===== src/rtl/chassis_uart_pkg.sv =====
// Shared constants and parser state encoding for the chassis UART command path.
package chassis_uart_pkg;

    localparam logic [7:0] HDR1 = 8'hAA;
    localparam logic [7:0] HDR2 = 8'h55;

    localparam logic [1:0] ERR_NONE = 2'b00;
    localparam logic [1:0] ERR_LEN  = 2'b01;
    localparam logic [1:0] ERR_CSUM = 2'b10;
    localparam logic [1:0] ERR_TMO  = 2'b11;

    typedef enum logic [2:0] {
        ST_IDLE,
        ST_HDR2,
        ST_CMD,
        ST_LEN,
        ST_PAYLOAD,
        ST_CSUM
    } parser_state_t;

endpackage


===== src/rtl/uart_byte_timeout.sv =====
// Inter-byte watchdog: 16-bit down-counter reloaded on every byte, decremented while enabled.
// expire_o pulses combinationally in the last counted cycle; a reload in that cycle suppresses it.
module uart_byte_timeout #(
    parameter int unsigned TIMEOUT_CYC = 50000
) (
    input  logic clk,
    input  logic rst_n,
    input  logic reload_i,
    input  logic enable_i,
    output logic expire_o
);

    localparam logic [15:0] LOAD_VAL = 16'(TIMEOUT_CYC);

    logic [15:0] cnt_q;
    logic [15:0] cnt_d;

    always_comb begin
        cnt_d = cnt_q;
        if (reload_i) begin
            cnt_d = LOAD_VAL;
        end else if (enable_i && (cnt_q != 16'd0)) begin
            cnt_d = cnt_q - 16'd1;
        end
    end

    always_ff @(posedge clk or negedge rst_n) begin
        if (!rst_n) begin
            cnt_q <= 16'd0;
        end else begin
            cnt_q <= cnt_d;
        end
    end

    assign expire_o = enable_i & ~reload_i & (cnt_q == 16'd1);

endmodule


===== src/rtl/uart_cmd_parser.sv =====
// Assembles AA 55 CMD LEN payload CSUM frames from UART bytes; strobes frame_valid/frame_err
// one cycle after the byte event that completes or breaks a frame. Held outputs change only on frame_valid.
module uart_cmd_parser
    import chassis_uart_pkg::*;
#(
    parameter int unsigned MAX_LEN     = 8,
    parameter int unsigned TIMEOUT_CYC = 50000
) (
    input  logic                   clk,
    input  logic                   rst_n,
    input  logic [7:0]             rx_data,
    input  logic                   rx_rdy,
    output logic                   frame_valid,
    output logic [7:0]             cmd,
    output logic [3:0]             len,
    output logic [8*MAX_LEN-1:0]   payload,
    output logic                   frame_err,
    output logic [1:0]             err_code
);

    parser_state_t state_q, state_d;

    logic                 rx_rdy_q;
    logic                 byte_evt;
    logic                 tmo_expire;
    logic                 len_bad;
    logic                 pay_last;
    logic                 csum_ok;

    logic [7:0]           sh_cmd_q;
    logic [3:0]           sh_len_q;
    logic [8*MAX_LEN-1:0] sh_pay_q;
    logic [7:0]           sum_q;
    logic [3:0]           idx_q;

    logic                 valid_d, err_d;
    logic [1:0]           code_d;
    logic                 frame_valid_q, frame_err_q;
    logic [1:0]           err_code_q;
    logic [7:0]           cmd_q;
    logic [3:0]           len_q;
    logic [8*MAX_LEN-1:0] payload_q;

    // A receiver strobe held for several cycles still counts as a single byte.
    assign byte_evt = rx_rdy & ~rx_rdy_q;
    assign len_bad  = rx_data > 8'(MAX_LEN);
    assign pay_last = (idx_q + 4'd1) == sh_len_q;
    assign csum_ok  = rx_data == sum_q;

    uart_byte_timeout #(
        .TIMEOUT_CYC (TIMEOUT_CYC)
    ) u_timeout (
        .clk      (clk),
        .rst_n    (rst_n),
        .reload_i (byte_evt),
        .enable_i (state_q != ST_IDLE),
        .expire_o (tmo_expire)
    );

    always_ff @(posedge clk or negedge rst_n) begin
        if (!rst_n) begin
            state_q <= ST_IDLE;
        end else begin
            state_q <= state_d;
        end
    end

    always_comb begin
        state_d = state_q;
        if (byte_evt) begin
            case (state_q)
                ST_IDLE:    if (rx_data == HDR1) state_d = ST_HDR2;
                ST_HDR2: begin
                    if (rx_data == HDR2)      state_d = ST_CMD;
                    else if (rx_data == HDR1) state_d = ST_HDR2;
                    else                      state_d = ST_IDLE;
                end
                ST_CMD:     state_d = ST_LEN;
                ST_LEN: begin
                    if (len_bad)                state_d = ST_IDLE;
                    else if (rx_data == 8'h00)  state_d = ST_CSUM;
                    else                        state_d = ST_PAYLOAD;
                end
                ST_PAYLOAD: if (pay_last) state_d = ST_CSUM;
                ST_CSUM:    state_d = ST_IDLE;
                default:    state_d = ST_IDLE;
            endcase
        end else if (tmo_expire) begin
            state_d = ST_IDLE;
        end
    end

    always_comb begin
        valid_d = 1'b0;
        err_d   = 1'b0;
        code_d  = err_code_q;
        if (byte_evt && (state_q == ST_LEN) && len_bad) begin
            err_d  = 1'b1;
            code_d = ERR_LEN;
        end else if (byte_evt && (state_q == ST_CSUM)) begin
            valid_d = csum_ok;
            err_d   = ~csum_ok;
            if (!csum_ok) code_d = ERR_CSUM;
        end else if (!byte_evt && tmo_expire) begin
            err_d  = 1'b1;
            code_d = ERR_TMO;
        end
    end

    always_ff @(posedge clk or negedge rst_n) begin
        if (!rst_n) begin
            rx_rdy_q <= 1'b0;
            sh_cmd_q <= 8'd0;
            sh_len_q <= 4'd0;
            sh_pay_q <= '0;
            sum_q    <= 8'd0;
            idx_q    <= 4'd0;
        end else begin
            rx_rdy_q <= rx_rdy;
            if (byte_evt) begin
                case (state_q)
                    ST_CMD: begin
                        sh_cmd_q <= rx_data;
                        sum_q    <= rx_data;
                        sh_pay_q <= '0;
                    end
                    ST_LEN: begin
                        sh_len_q <= rx_data[3:0];
                        sum_q    <= sum_q + rx_data;
                        idx_q    <= 4'd0;
                    end
                    ST_PAYLOAD: begin
                        for (int i = 0; i < int'(MAX_LEN); i++) begin
                            if (idx_q == 4'(i)) sh_pay_q[8*i +: 8] <= rx_data;
                        end
                        sum_q <= sum_q + rx_data;
                        idx_q <= idx_q + 4'd1;
                    end
                    default: ;
                endcase
            end
        end
    end

    always_ff @(posedge clk or negedge rst_n) begin
        if (!rst_n) begin
            frame_valid_q <= 1'b0;
            frame_err_q   <= 1'b0;
            err_code_q    <= ERR_NONE;
            cmd_q         <= 8'd0;
            len_q         <= 4'd0;
            payload_q     <= '0;
        end else begin
            frame_valid_q <= valid_d;
            frame_err_q   <= err_d;
            err_code_q    <= code_d;
            if (valid_d) begin
                cmd_q     <= sh_cmd_q;
                len_q     <= sh_len_q;
                payload_q <= sh_pay_q;
            end
        end
    end

    assign frame_valid = frame_valid_q;
    assign frame_err   = frame_err_q;
    assign err_code    = err_code_q;
    assign cmd         = cmd_q;
    assign len         = len_q;
    assign payload     = payload_q;

endmodule


===== config.mk =====
export PLATFORM = sky130hd
export DESIGN_NAME = uart_cmd_parser
export DESIGN_NICKNAME = d
export VERILOG_FILES = /design/src/rtl/chassis_uart_pkg.sv /design/src/rtl/uart_byte_timeout.sv /design/src/rtl/uart_cmd_parser.sv
export SDC_FILE = /design/constraint.sdc
export NUM_CORES = 1
export LEC_CHECK = 0
export ABC_AREA = 1
export ABC_CLOCK_PERIOD_IN_PS = 1900
export BUFFER_PORTS_ARGS = -buffer_cell sky130_fd_sc_hd__buf_2
export CORE_ASPECT_RATIO = 0.9
export CORE_MARGIN = 1
export CORE_UTILIZATION = 53
export CTS_CLUSTER_DIAMETER = 120
export DETAILED_ROUTE_END_ITERATION = 8
export PLACE_DENSITY = 0.88
export SYNTH_ARGS = -nofsm -noshare
export SYNTH_HDL_FRONTEND = slang
export SYNTH_SLANG_ARGS = --single-unit

===== constraint.sdc =====
create_clock -name clk -period 1.9 [get_ports clk]
set_input_delay 0.19 -clock clk [delete_from_list [all_inputs] [get_ports clk]]
set_output_delay 0.19 -clock clk [all_outputs]
set_load 0.03 [all_outputs]

---- Yosys cells after proc, flatten, opt, wreduce, memory -nomap -nowiden ----
Index checks and enable logic that the tools add are counted.
cells by class
  eq/ne operators ......................... 28
  order comparisons ....................... 1
  mux-type cells .......................... 31
  add/sub/neg operators ................... 3
  bitwise gates (word level) .............. 6
  reductions and logical operators ........ 32
  div/mod/pow operators ................... 0
  multiply operators ...................... 0
  shift operators ......................... 0
operators with widths
  cell                                                number
  case mux 64 bit (2 select lines)                    1
  2-to-1 mux 8 bit                                    8
  2-to-1 mux 16 bit                                   2
  AND reduction 3 bit                                 9
  == test 16 x 1 -> 1 bit, second input constant      1
  == test 4 x 3 -> 1 bit, second input constant       4
  inequality test 2 bit, second input constant        8
  case mux 8 bit (2 select lines)                     1
  nonzero test 16 bit                                 1
  subtractor 16 x 1 -> 16 bit, second input constant  1
  2-to-1 mux 3 bit                                    5
  case mux 3 bit (5 select lines)                     1
  2-to-1 mux 2 bit                                    5
  AND reduction 2 bit                                 5
  nonzero test 2 bit                                  5
  inequality test 3 bit, second input constant        3
  adder 8 bit                                         1
  == test 4 x 2 -> 1 bit, second input constant       2
  == test 8 x 7 -> 1 bit, second input constant       1
  == test 8 bit                                       1
  == test 8 bit, second input constant                1
  > comparator 8 x 4 -> 1 bit, second input constant  1
  zero test 8 bit                                     1
  case mux 4 bit (2 select lines)                     1
  other kinds (15)                                    32
word-level totals
  output and inout port bits .............. 80
  memory bits (writable) .................. 0
  memories ................................ 0
  word-level logic and storage cells ...... 122
  bits in latches ......................... 0
  bits in registers ....................... 188
  input bits .............................. 11
  bits in read-only memories .............. 0

---- Longest topological paths before layout ----
Gate-level depths: netlist (run 1).
  word-level depth ........................ 9
  gate-level depth with buffers ........... 12
  mapped depth without buffers ............ 12

---- Hierarchy ----
Synthesis (run 1) repeated with hierarchy kept, for this count alone.
unflattened totals
  cells, all modules ...................... 971
  area total of the unflattened synthesis .. 8,359.3 µm²
by module, submodules not included
  module             seq. area each (µm²)  cells each  area each (µm²)  times used
  uart_cmd_parser    4,304.1               811         7,268.2          1
  uart_byte_timeout  400.4                 160         1,091.0          1

---- Least setup slack after synthesis (run 1) ----
Ideal clock, no wire load.
  kind .................................... reg2reg
  from .................................... reg sum_q[2]
  to ...................................... reg payload_q[0], in the netlist payload[0]
  path buffers ............................ 2
  period minus slack after synthesis ...... 1,793 ps
  arrival time ............................ 1,677 ps
  slack ................................... 107 ps
  cell stages (with the launch flop) ...... 11
  required time ........................... 1,783 ps
  setup time .............................. 117 ps
  cell sequence ........................... dfrtp_1 > ha_1 > inv_1 > nand2_1 > nor3_2 > and3_1 > nand3_2 > buf_4 > buf_2 > nand2_1 > nand2_1
between the ends
  cells in the longest elaborated chain, start to end .. 3
ends and longest elaborated chain
  element                 RTL line                source
  start, declared         uart_cmd_parser.sv:33   logic [7:0] sum_q;
  start signal, assigned  uart_cmd_parser.sv:124  sum_q <= rx_data;
  start signal, assigned  uart_cmd_parser.sv:129  sum_q <= sum_q + rx_data;
  start signal, assigned  uart_cmd_parser.sv:136  sum_q <= sum_q + rx_data;
  == test 8 bit           uart_cmd_parser.sv:48   assign csum_ok = rx_data == sum_q;
  2-to-1 mux 1 bit        uart_cmd_parser.sv:100  end else if (byte_evt && (state_q == ST_CSUM)) begin
  2-to-1 mux 1 bit        uart_cmd_parser.sv:97   if (byte_evt && (state_q == ST_LEN) && len_bad) begin
  end signal, assigned    uart_cmd_parser.sv:160  payload_q <= sh_pay_q;
  end, declared           uart_cmd_parser.sv:42   logic [8*MAX_LEN-1:0] payload_q;
Every way passes these cells.
A chain may end at the register's enable or synchronous reset.

---- Final worst setup path (run 1) ----
  from .................................... reg sum_q[3]
  to ...................................... reg payload_q[36], in the netlist payload[36]
The elaborated chain is that of the path after synthesis.

==> results.py, run 1 <==
metrics = {
    "place": {
        "dp_cells": 1242,
        "place_area_sq_um": 9154,
        "gpl.final_weighted_congestion": 0.9313,
        "place_hpwl_microns": 12960,
        "port_buffers": 90,
    },
    "worst_setup_path": {
        "crit_family": "simple AND/OR/NAND/NOR gates",
        "critPathMostFrequentCell": "nand2_1",
        "r2r-end": "payload[36]$_DFFE_PN0P_",
        "timing.rr.start": "sum_q[3]$_DFFE_PN0P_",
        "cp-end-kind": "register",
        "critPathKind": "reg2reg",
        "slowest_stage": "dfrtp_1",
        "worst_setup_path_start_kind": "register",
        "critPathMaxStageDelay_ns": 0.41,
        "worstPathRequired_ns": 2.28,
        "rr_worst_depth": 10,
        "crit_chain": "ha_4, inv_2, nand2_2, nor3_2, and3_1, nand3_4, clkinv_8, clkbuf_16, nand2_1, nand2_1",
        "cp.arrival_ns": 2.27,
        "crit_buf_inv": 3,
        "startpoint": "sum_q[3]$_DFFE_PN0P_",
        "critPathMaxFanout": 8,
        "r2r_slack_ns": 0.006,
    },
    "floorplan": {
        "num_rows": 43,
        "die_h_microns": 121.6,
        "start_util_pct": 54.38,
        "core-area_sq_um": 15490,
        "pin_count": 91,
        "dieArea_sq_um": 16410,
        "fp.dieW_microns": 134.9,
    },
    "clocking": {
        "insertion_delay_ns": 0.44,
        "h-tree-depth": 4,
        "tritoncts": "done",
        "cts_buffers": 17,
        "clk_pin_slew_ns": 0.07,
        "clock_sinks": 188,
        "root_buffer": "clkbuf_16",
        "cts_buffer_depth": 2,
    },
    "grt": {
        "antenna_found_initial": 0,
        "grt_max_degree": 89,
        "grt_remaining_overflow": 0,
        "grt_use_total_pct": 24.86,
        "grt_pass1_vias": 6528,
        "grt_pass1_wl_microns": 31700,
    },
    "cells_and_area": {
        "stdcell_count": 1286,
        "antenna_cells": 0,
        "fin_area_sq_um": 10100,
        "fill_cells": 1201,
        "nets": 1097,
        "synthToLayoutAreaGrowth_pct": 19.82,
        "final_layout_size_suffix_gt1_share_pct": 20.57,
    },
    "power": {
        "vdd_drop_max_mv": 0.7931,
        "power_leakage_nw": 5.353,
        "powerDensity_nw_per_um2": 1098,
    },
    "timing": {
        "worst_slew_pin_slew_ns": 0.5442,
        "fin_skew_ns": 0.01269,
        "finalCritPeriodShare_pct": 99.69,
        "slew_viol_final": 0,
        "max_freq_mhz": 528.0,
        "setup_violations": 0,
        "setup_tns_ns": 0,
        "hold_viol": 0,
        "grt_setup_unrepaired": "yes",
        "min_period_ns": 1.894,
        "slew-limit-headroom_pct": 63.72,
    },
    "synthesis": {
        "synth.distinct_cells": 41,
        "synth_area_per_cell_sq_um": 8.832,
        "ys_seq_area_share_pct": 55.84,
        "ys_ff_latch": 188,
        "synth_edf_count": 0,
        "synthFlopType": "dfrtp_1",
        "synthCells": 954,
        "syn_nets": 980,
        "yosys_warnings": 0,
        "netlist_area_sq_um": 8426,
        "async_flop_share_pct": 100.0,
    },
    "hold_path": {
        "whs_path_depth": 3,
        "worstHoldStart": "rx_data[4]",
        "hold_class": "in2reg",
        "worstHoldEndpoint": "sh_cmd_q[4]$_DFFE_PN0P_",
    },
    "routing": {
        "wl_per_cell_microns": 16.87,
        "vias_per_cell": 5.545,
        "vias": 7131,
        "dr.pass1.iters": 5,
        "drtIter0Drc": 684,
        "routed_wl_microns": 21690,
        "drc": 0,
        "ant_nets": 0,
    },
    "run": {
        "maxCapViolCount": 0,
    },
    "run_status": {
        "status": "completed",
    },
}
cell usage in the layout, fill, tap and decap left out, types with 6 or more instances in the layout:
master | Yosys | routed
nand2_1 | 374 | 356
dfrtp_1 | 188 | 188
buf_2 | 5 | 89
o21ai_1 | 63 | 73
inv_1 | 60 | 59
nor2_1 | 40 | 40
o21ai_0 | 50 | 40
nand3_1 | 31 | 31
clkbuf_16 | 0 | 23
buf_4 | 1 | 23
nand2_2 | 5 | 18
a21oi_1 | 15 | 15
nand4_1 | 14 | 14
nand2_4 | 9 | 14
ha_1 | 14 | 10
inv_2 | 7 | 7
xor2_1 | 7 | 7
o21ai_2 | 7 | 7
nor3_1 | 6 | 6
inv_6 | 0 | 6
worst max path at each step:
stage | depth (start not counted) | slack, ns | to
final | 10 | 0.006 | payload[36]$_DFFE_PN0P_
after global routing | 10 | -0.07 | payload[36]$_DFFE_PN0P_
after CTS | 9 | 0.06 | cmd[7]$_DFFE_PN0P_
after detailed placement | 7 | 0.08 | cmd[7]$_DFFE_PN0P_
after global placement | 9 | 0.15 | cmd[0]$_DFFE_PN0P_
after floorplan | 10 | 0.11 | payload[0]$_DFFE_PN0P_
metal layers:
metal	wire, microns	global-route usage, %	part of all wire [%]	vias to the layer above
met5	0	0	0	-
met4	562	9.270	2.6	0
met3	1544	4.494	7.1	54
met2	10640	41.04	49	337
met1	8947	33.00	41	3453
li1	-	-	-	3287
worst min-delay path: cells and delay by family:
kind | cells | cell delay, ns
AO/OA/AOI/OAI | 1 | 0.06
buffers and inverters | 1 | 0.15
AND/OR/NAND/NOR | 1 | 0.06
power by group:
part           internal [mW]  switching, mW  leakage (nW)
sequential              4.41          0.325          2.55
clock                   1.98           1.62         0.291
combinational          0.943           1.81          2.51
total                   7.33           3.76          5.35
cell type report:
| type | count | area [sq um] | area share, % |
|---|---|---|---|
| Clock buffer | 19 | 432.9 | 4.288 |
| Clock inverter | 13 | 150.1 | 1.487 |
| Timing Repair Buffer | 129 | 940.9 | 9.320 |
| Multi-Input combinational cell | 667 | 3344 | 33.13 |
| Sequential cell | 188 | 4705 | 46.60 |
| Inverter | 68 | 270.3 | 2.677 |
| Tap cell | 202 | 252.7 | 2.503 |
flip-flops by register name, summed over array words and instances (netlist names):
signal,cells
payload,64
sh_pay_q,64
u_timeout.cnt_q,16
cmd,8
sh_cmd_q,8
sum_q,8
idx_q,4
len,4
sh_len_q,4
state_q,3
err_code,2
frame_err,1
frame_valid,1
rx_rdy_q,1
metrics by stage:
stage               hold slack [ns]  utilization [%]  setup WS, ns  total power, mW
floorplan                   -0.1056                -        0.1068            6.707
global placement             0.1904            59.08        0.1519            7.231
detailed placement           0.1962            59.08       0.07606            7.345
CTS                         0.03268            62.97       0.06193            10.94
global route                 0.1056            65.16      -0.06984            11.67
finish                      0.07143            65.16      0.005926            11.09
what timing repair did:
item / CTS / global route
gates resized for setup: 0 / 45
buffers inserted: 0 / 1
endpoints found under the hold margin: 54 / 0
setup endpoints to repair: 0 / 70
hold buffers: 2 / 0
cell usage after synthesis (2+ instances only):
library cell / count / area share, %
ha_1: 14 / 2.1
nand2_1: 374 / 17
nand3_2: 2 / 0.24
nor2_1: 40 / 1.8
nand2_2: 5 / 0.37
buf_1: 2 / 0.089
nand2_4: 9 / 1.2
buf_6: 16 / 2.1
o21a_1: 2 / 0.18
inv_2: 7 / 0.31
dfrtp_1: 188 / 56
inv_1: 60 / 2.7
buf_2: 5 / 0.30
a21oi_1: 15 / 0.89
nor2_8: 2 / 0.48
nand4_1: 14 / 1.0
clkbuf_1: 7 / 0.31
nand3_1: 31 / 1.8
o21ai_2: 7 / 0.73
o21ai_1: 63 / 3.7
o211ai_1: 2 / 0.18
o21ai_0: 50 / 3.0
o22ai_1: 3 / 0.22
nor2_4: 4 / 0.53
a31oi_1: 4 / 0.30
nor2_2: 2 / 0.15
xor2_1: 7 / 0.73
nor3_1: 6 / 0.36
logic make-up after synthesis:
group | count (synthesis) | share of synthesized area [%]
compound gates | 149 | 9.474
flops | 188 | 55.84
buf+inv | 99 | 5.985
xor+xnor | 9 | 1.025
simple gates | 494 | 25.36
fa+ha+maj | 15 | 2.317
No activity file was read; power rests on OpenSTA's default activity.
==> run 2: changes to the inputs <==
- SYNTH_HIERARCHICAL: not set -> 1
==> results.py, run 2 <==
metrics = {
    "cells_and_area": {
        "final_common_cell": "nand2_1",
        "stdcell_count": 1312,
        "fin_area_sq_um": 10160,
        "antenna_cells": 0,
        "synthToLayoutAreaGrowth_pct": 21.57,
        "final_cell_mix": "nand2_1, dfrtp_1, buf_2",
        "final_layout_size_suffix_gt1_share_pct": 19.91,
        "nets": 1122,
    },
    "synthesis": {
        "synth_edf_count": 0,
        "yosys_warnings": 6,
        "synthCells": 971,
        "ys_seq_area_share_pct": 56.28,
        "synth_compound_area_share_pct": 8.232,
        "synthAdderAreaFrac_pct": 2.185,
        "muxShareOfSynthArea_pct": 0,
        "async_flop_share_pct": 100.0,
        "netlist_area_sq_um": 8359,
        "synth_top_area_share_pct": 56.28,
        "syn_nets": 996,
        "synthFlopType": "dfrtp_1",
        "synth.area.top_cells": "dfrtp_1, nand2_1, o21ai_1, inv_1, nand3_1",
        "yosys-top-cells-count": "nand2_1, dfrtp_1, o21ai_1",
        "synth_top_family_by_area": "simple AND/OR/NAND/NOR gates",
        "yosysMostFrequentCell": "nand2_1",
        "yosysTopAreaCell": "dfrtp_1",
        "synthXorXnorAreaFrac_pct": 0.7334,
        "synth_area_per_cell_sq_um": 8.609,
        "ys_ff_latch": 188,
        "synth-simple-area-share_pct": 27.41,
        "synth.distinct_cells": 39,
    },
    "hold_path": {
        "whs_path_depth": 3,
        "worstHoldStart": "rx_data[2]",
        "hold_class": "in2reg",
        "worstHoldEndpoint": "sum_q[2]$_DFFE_PN0P_",
    },
    "timing": {
        "setup_violations": 0,
        "worst_slew_pin_slew_ns": 0.5815,
        "grt_setup_unrepaired": "yes",
        "hold_viol": 0,
        "max_freq_mhz": 533.1,
        "hold_ws_ns": 0.1170,
        "slew-limit-headroom_pct": 61.14,
        "min_period_ns": 1.876,
        "slew_viol_final": 0,
        "worst_slack_ns": 0.02431,
        "setup_tns_ns": 0,
        "fin_skew_ns": 0.008967,
        "finalCritPeriodShare_pct": 98.72,
    },
    "worst_setup_path": {
        "worst_setup_path_start_kind": "register",
        "cp-end-kind": "register",
        "critPathMaxStageDelay_ns": 0.41,
        "crit_family": "simple AND/OR/NAND/NOR gates",
        "rr_worst_depth": 8,
        "slowest_stage": "dfrtp_1",
        "worstPathRequired_ns": 2.22,
        "r2r-end": "payload[24]$_DFFE_PN0P_",
        "critPathMaxFanout": 20,
        "timing.rr.start": "sum_q[6]$_DFFE_PN0P_",
        "crit_chain": "ha_4, nor4_4, and2_4, nand3_4, buf_12, buf_12, nand2_2, nand2_2",
        "cp.arrival_ns": 2.19,
        "r2r_slack_ns": 0.02,
        "crit_cells": 8,
        "critPathKind": "reg2reg",
        "crit_buf_inv": 2,
    },
    "grt": {
        "grt_pass1_wl_microns": 33660,
        "grt_remaining_overflow": 0,
        "grt_use_total_pct": 26.90,
        "grt_max_degree": 53,
        "antenna_found_initial": 0,
        "grt_pass1_vias": 6886,
    },
    "power": {
        "vdd_drop_max_mv": 0.7929,
        "powerDensity_nw_per_um2": 1124,
        "power_leakage_nw": 5.392,
    },
    "floorplan": {
        "core-area_sq_um": 15390,
        "start_util_pct": 54.33,
        "fp.dieW_microns": 134.4,
        "pin_count": 91,
        "dieArea_sq_um": 16280,
        "die_h_microns": 121.1,
        "num_rows": 43,
    },
    "place": {
        "gpl.final_weighted_congestion": 0.8723,
        "dp_cells": 1266,
        "port_buffers": 90,
        "place_ws_ns": -0.08829,
        "place_area_sq_um": 9191,
        "place_hpwl_microns": 13080,
    },
    "clocking": {
        "h-tree-depth": 4,
        "cts_buffer_depth": 2,
        "root_buffer": "clkbuf_16",
        "clock_sinks": 188,
        "tritoncts": "done",
        "cts_buffers": 17,
        "insertion_delay_ns": 0.43,
        "clk_pin_slew_ns": 0.07,
    },
    "routing": {
        "drc": 0,
        "wl_met3_microns": 1192,
        "drtIter0Drc": 539,
        "vias": 7093,
        "routed_wl_microns": 21240,
        "dr_wl_met2_microns": 10490,
        "vias_per_cell": 5.406,
        "highest_layer": "met4",
        "dr.pass1.iters": 5,
        "ant_nets": 0,
        "wl_per_cell_microns": 16.19,
        "met1_length_microns": 9041,
    },
    "run": {
        "maxCapViolCount": 0,
    },
    "run_status": {
        "status": "completed",
    },
}
==> run 2: changes by cell type after synthesis, sizes merged, moves of 4 or more <==
cell / delta
xor2: -4
nand2: +48
nor2: -6
o21ai: -17
buf: -4
inv: -8
==> run 2: worst max path at each step <==
stage,from,endpoint
2_1_floorplan,sum_q[5]$_DFFE_PN0P_,cmd[0]$_DFFE_PN0P_
3_3_place_gp,sum_q[5]$_DFFE_PN0P_,payload[61]$_DFFE_PN0P_
3_5_place_dp,sum_q[6]$_DFFE_PN0P_,len[1]$_DFFE_PN0P_
4_1_cts,sum_q[3]$_DFFE_PN0P_,cmd[2]$_DFFE_PN0P_
5_1_grt,sum_q[4]$_DFFE_PN0P_,payload[44]$_DFFE_PN0P_
6_report,sum_q[6]$_DFFE_PN0P_,payload[24]$_DFFE_PN0P_
==> run 2: what timing repair did <==
action,4_1_cts,5_1_grt
hold endpoints to repair,48,0
buffers inserted,1,6
cloned,3,2
hold buffers,2,0
gates resized for setup,12,18
setup endpoints to repair,76,81
pin swaps,1,3
==> run 2: final cells by class <==
class	instances	area, sq um
clock buffers	18	439.2
clock inverters	14	171.4
fillers	1222	5225
inverters	61	239.0
multi-input cells	692	3348
flip-flops and latches	188	4706
well taps	202	252.7
repair buffers	137	1006
==> run 2: through the flow <==
step	util [%]	total power [mW]
after detailed placement	59.73	7.556
final	66.04	11.42
after CTS	64.90	11.29
after floorplan	-	6.814
after global routing	66.04	12.04
after global placement	59.73	7.439
==> run 2: kinds of logic (layout without fill, tap and decap cells) <==
logic type,after synthesis,in the layout
adder cells (fa/ha/maj),14,14
XOR/XNOR,7,7
AND/OR/NAND/NOR,543,543
flip-flops,188,188
buffers and inverters,91,230
AO/OA/AOI/OAI,128,128
==> run 2: metal layers <==
layer / vias to the layer above / global-route usage, %
met5: - / 0
met4: 0 / 10.74
met1: 3447 / 34.98
li1: 3349 / -
met2: 255 / 44.79
met3: 42 / 4.887
==> run 2: tightest hold or removal path: cells and delay by family <==
kind            cells  cell delay [ns]
simple gates        1             0.08
compound gates      1             0.07
buf+inv             1             0.16
==> run 2: power by group <==
| part | total, mW | internal (mW) | leakage (nW) | switching, mW |
|---|---|---|---|---|
| logic | 2.98 | 1.11 | 2.54 | 1.88 |
| clock network | 3.66 | 2.03 | 0.301 | 1.63 |
| registers | 4.78 | 4.41 | 2.55 | 0.369 |
| total | 11.4 | 7.55 | 5.39 | 3.88 |
==> run 3: changes to the inputs <==
- CORE_UTILIZATION: 53 -> 45
- HOLD_SLACK_MARGIN: not set -> 0.05
- PLACE_DENSITY: 0.88 -> 0.78
==> results.py, run 3 (synthesized netlist as in run 2, its figures left out) <==
metrics = {
    "timing": {
        "min_period_ns": 1.920,
        "worst_slew_pin_slew_ns": 0.5077,
        "finalCritPeriodShare_pct": 101.1,
        "fin_skew_ns": 0.01238,
        "slew_viol_final": 0,
        "grt_setup_unrepaired": "yes",
        "slew-limit-headroom_pct": 66.07,
        "max_freq_mhz": 520.8,
        "setup_violations": 13,
        "worst_slack_ns": -0.02007,
        "hold_viol": 0,
        "hold_ws_ns": 0.1423,
    },
    "worst_setup_path": {
        "worstPathRequired_ns": 2.28,
        "worst_setup_path_start_kind": "register",
        "slowest_stage": "dfrtp_1",
        "cp.arrival_ns": 2.30,
        "timing.rr.start": "sum_q[4]$_DFFE_PN0P_",
        "crit_chain": "ha_4, nor4_4, and2_4, nand3_4, inv_6, bufbuf_16, nand2_1, nand2_1",
        "critPathMaxFanout": 8,
        "critPathMostFrequentCell": "nand2_1",
        "critPathKind": "reg2reg",
        "cp-end-kind": "register",
        "critPathMaxStageDelay_ns": 0.42,
        "startpoint": "sum_q[4]$_DFFE_PN0P_",
    },
    "floorplan": {
        "num_rows": 46,
        "core-area_sq_um": 17900,
        "fp.dieW_microns": 145.7,
        "start_util_pct": 46.70,
        "pin_count": 91,
        "dieArea_sq_um": 19130,
        "die_h_microns": 131.3,
    },
    "cells_and_area": {
        "stdcell_count": 1360,
        "nets": 1132,
        "fill_cells": 1547,
        "final_cell_mix": "nand2_1, dfrtp_1, buf_2",
        "final_common_cell": "nand2_1",
        "utilization_pct": 57.81,
        "synthToLayoutAreaGrowth_pct": 23.78,
        "final_layout_size_suffix_gt1_share_pct": 21.79,
        "antenna_cells": 0,
    },
    "power": {
        "power_frac_seq_pct": 41.7,
        "powerDensity_nw_per_um2": 1106,
        "p_switching_mw": 3.792,
        "swShare_pct": 33.13,
        "power_leakage_nw": 5.550,
        "clockPowerShare_pct": 32.5,
        "internal-power_mw": 7.654,
        "pwr-share-comb_pct": 25.8,
        "vdd_drop_max_mv": 0.6352,
    },
    "grt": {
        "grt_pass1_wl_microns": 33780,
        "grt_use_total_pct": 22.32,
        "antenna_found_initial": 0,
        "grt_remaining_overflow": 0,
        "grt_pass1_vias": 6671,
        "grt_max_degree": 63,
    },
    "run_status": {
        "status": "complete, but fails checks",
        "violations": "negative setup slack",
    },
    "place": {
        "port_buffers": 90,
        "gpl.final_weighted_congestion": 0.8868,
        "place_hpwl_microns": 13180,
        "dp_cells": 1313,
        "place_ws_ns": -0.1246,
    },
    "routing": {
        "vias": 6932,
        "drtIter0Drc": 539,
        "ant_nets": 0,
        "routed_wl_microns": 20530,
        "vias_per_cell": 5.097,
        "drc": 0,
        "wl_per_cell_microns": 15.09,
        "dr.pass1.iters": 5,
    },
    "clocking": {
        "tritoncts": "done",
        "clock_sinks": 188,
        "cts_buffers": 17,
        "root_buffer": "clkbuf_16",
        "clk_pin_slew_ns": 0.07,
        "insertion_delay_ns": 0.44,
        "cts_buffer_depth": 2,
        "h-tree-depth": 4,
    },
    "hold_path": {
        "worstHoldStart": "rx_data[7]",
        "hold_class": "in2reg",
    },
    "run": {
        "maxCapViolCount": 0,
    },
}
-- run 3: area by class of cell --
class	count	area [sq um]	share of cell area, %
Timing Repair Buffer	147	1081	10.45
Clock buffer	20	436.7	4.220
Sequential cell	188	4706	45.48
Inverter	61	236.5	2.285
Tap cell	240	300.3	2.902
Multi-Input combinational cell	692	3413	32.99
Clock inverter	12	173.9	1.681
-- run 3: critical path, delay by kind of cell (launching register included) --
kind,cells,cell delay [ns]
and+or+nand+nor,5,0.77
adders and majority gates,1,0.24
buffers and inverters,2,0.42
DFF,1,0.42
-- run 3: what timing repair did --
| action | 4_1_cts | 5_1_grt |
|---|---|---|
| setup buffers | 2 | 5 |
| cloned | 3 | 3 |
| resized for setup | 15 | 43 |
| pin swaps | 2 | 13 |
| hold endpoints to repair | 46 | 0 |
| endpoints found under the setup margin | 76 | 113 |
| hold buffers | 2 | 0 |
-- run 3: path summary, 6_finish.rpt --
path | slack [ns] | cells after the start | endpoint
max reg2reg | -0.02 | 8 | payload[33]$_DFFE_PN0P_
min | 0.14 | 3 | sh_cmd_q[7]$_DFFE_PN0P_
min in group asynchronous | 0.26 | 2 | sh_pay_q[60]$_DFFE_PN0P_
max in group asynchronous | 0.91 | 3 | payload[18]$_DFFE_PN0P_
min reg2reg | 0.47 | 2 | cmd[3]$_DFFE_PN0P_
max | -0.02 | 8 | payload[33]$_DFFE_PN0P_
-- run 3: metrics by stage --
| step | setup TNS (ns) | instance area, sq um | total power [mW] |
|---|---|---|---|
| 6_report | -0.09765 | 10350 | 11.45 |
| 5_1_grt | -3.197 | 10350 | 12.14 |
| 4_1_cts | -0.07009 | 10110 | 11.42 |
| 3_5_place_dp | -6.228 | 9269 | 7.584 |
| 3_3_place_gp | -2.080 | 9269 | 7.493 |
| 2_1_floorplan | 0 | 8359 | 6.814 |
-- run 3: routing by layer --
metal  up-vias  track usage (%)  routed length, microns
met5         -                0                       0
met4         0            5.965                     303
met2       205            35.73                    9698
met3        25            5.139                    1149
li1       3380                -                       -
met1      3322            30.49                    9374
-- run 3: power groups by stage --
stage / Sequential [mW] / Clock (mW) / Combinational, mW
5_1_grt: 4.83 / 3.96 / 3.36
6_report: 4.77 / 3.72 / 2.95
4_1_cts: 4.77 / 3.77 / 2.88
3_3_place_gp: 4.81 / 0 / 2.68
3_5_place_dp: 4.82 / 0 / 2.76
2_1_floorplan: 4.78 / 0 / 2.04
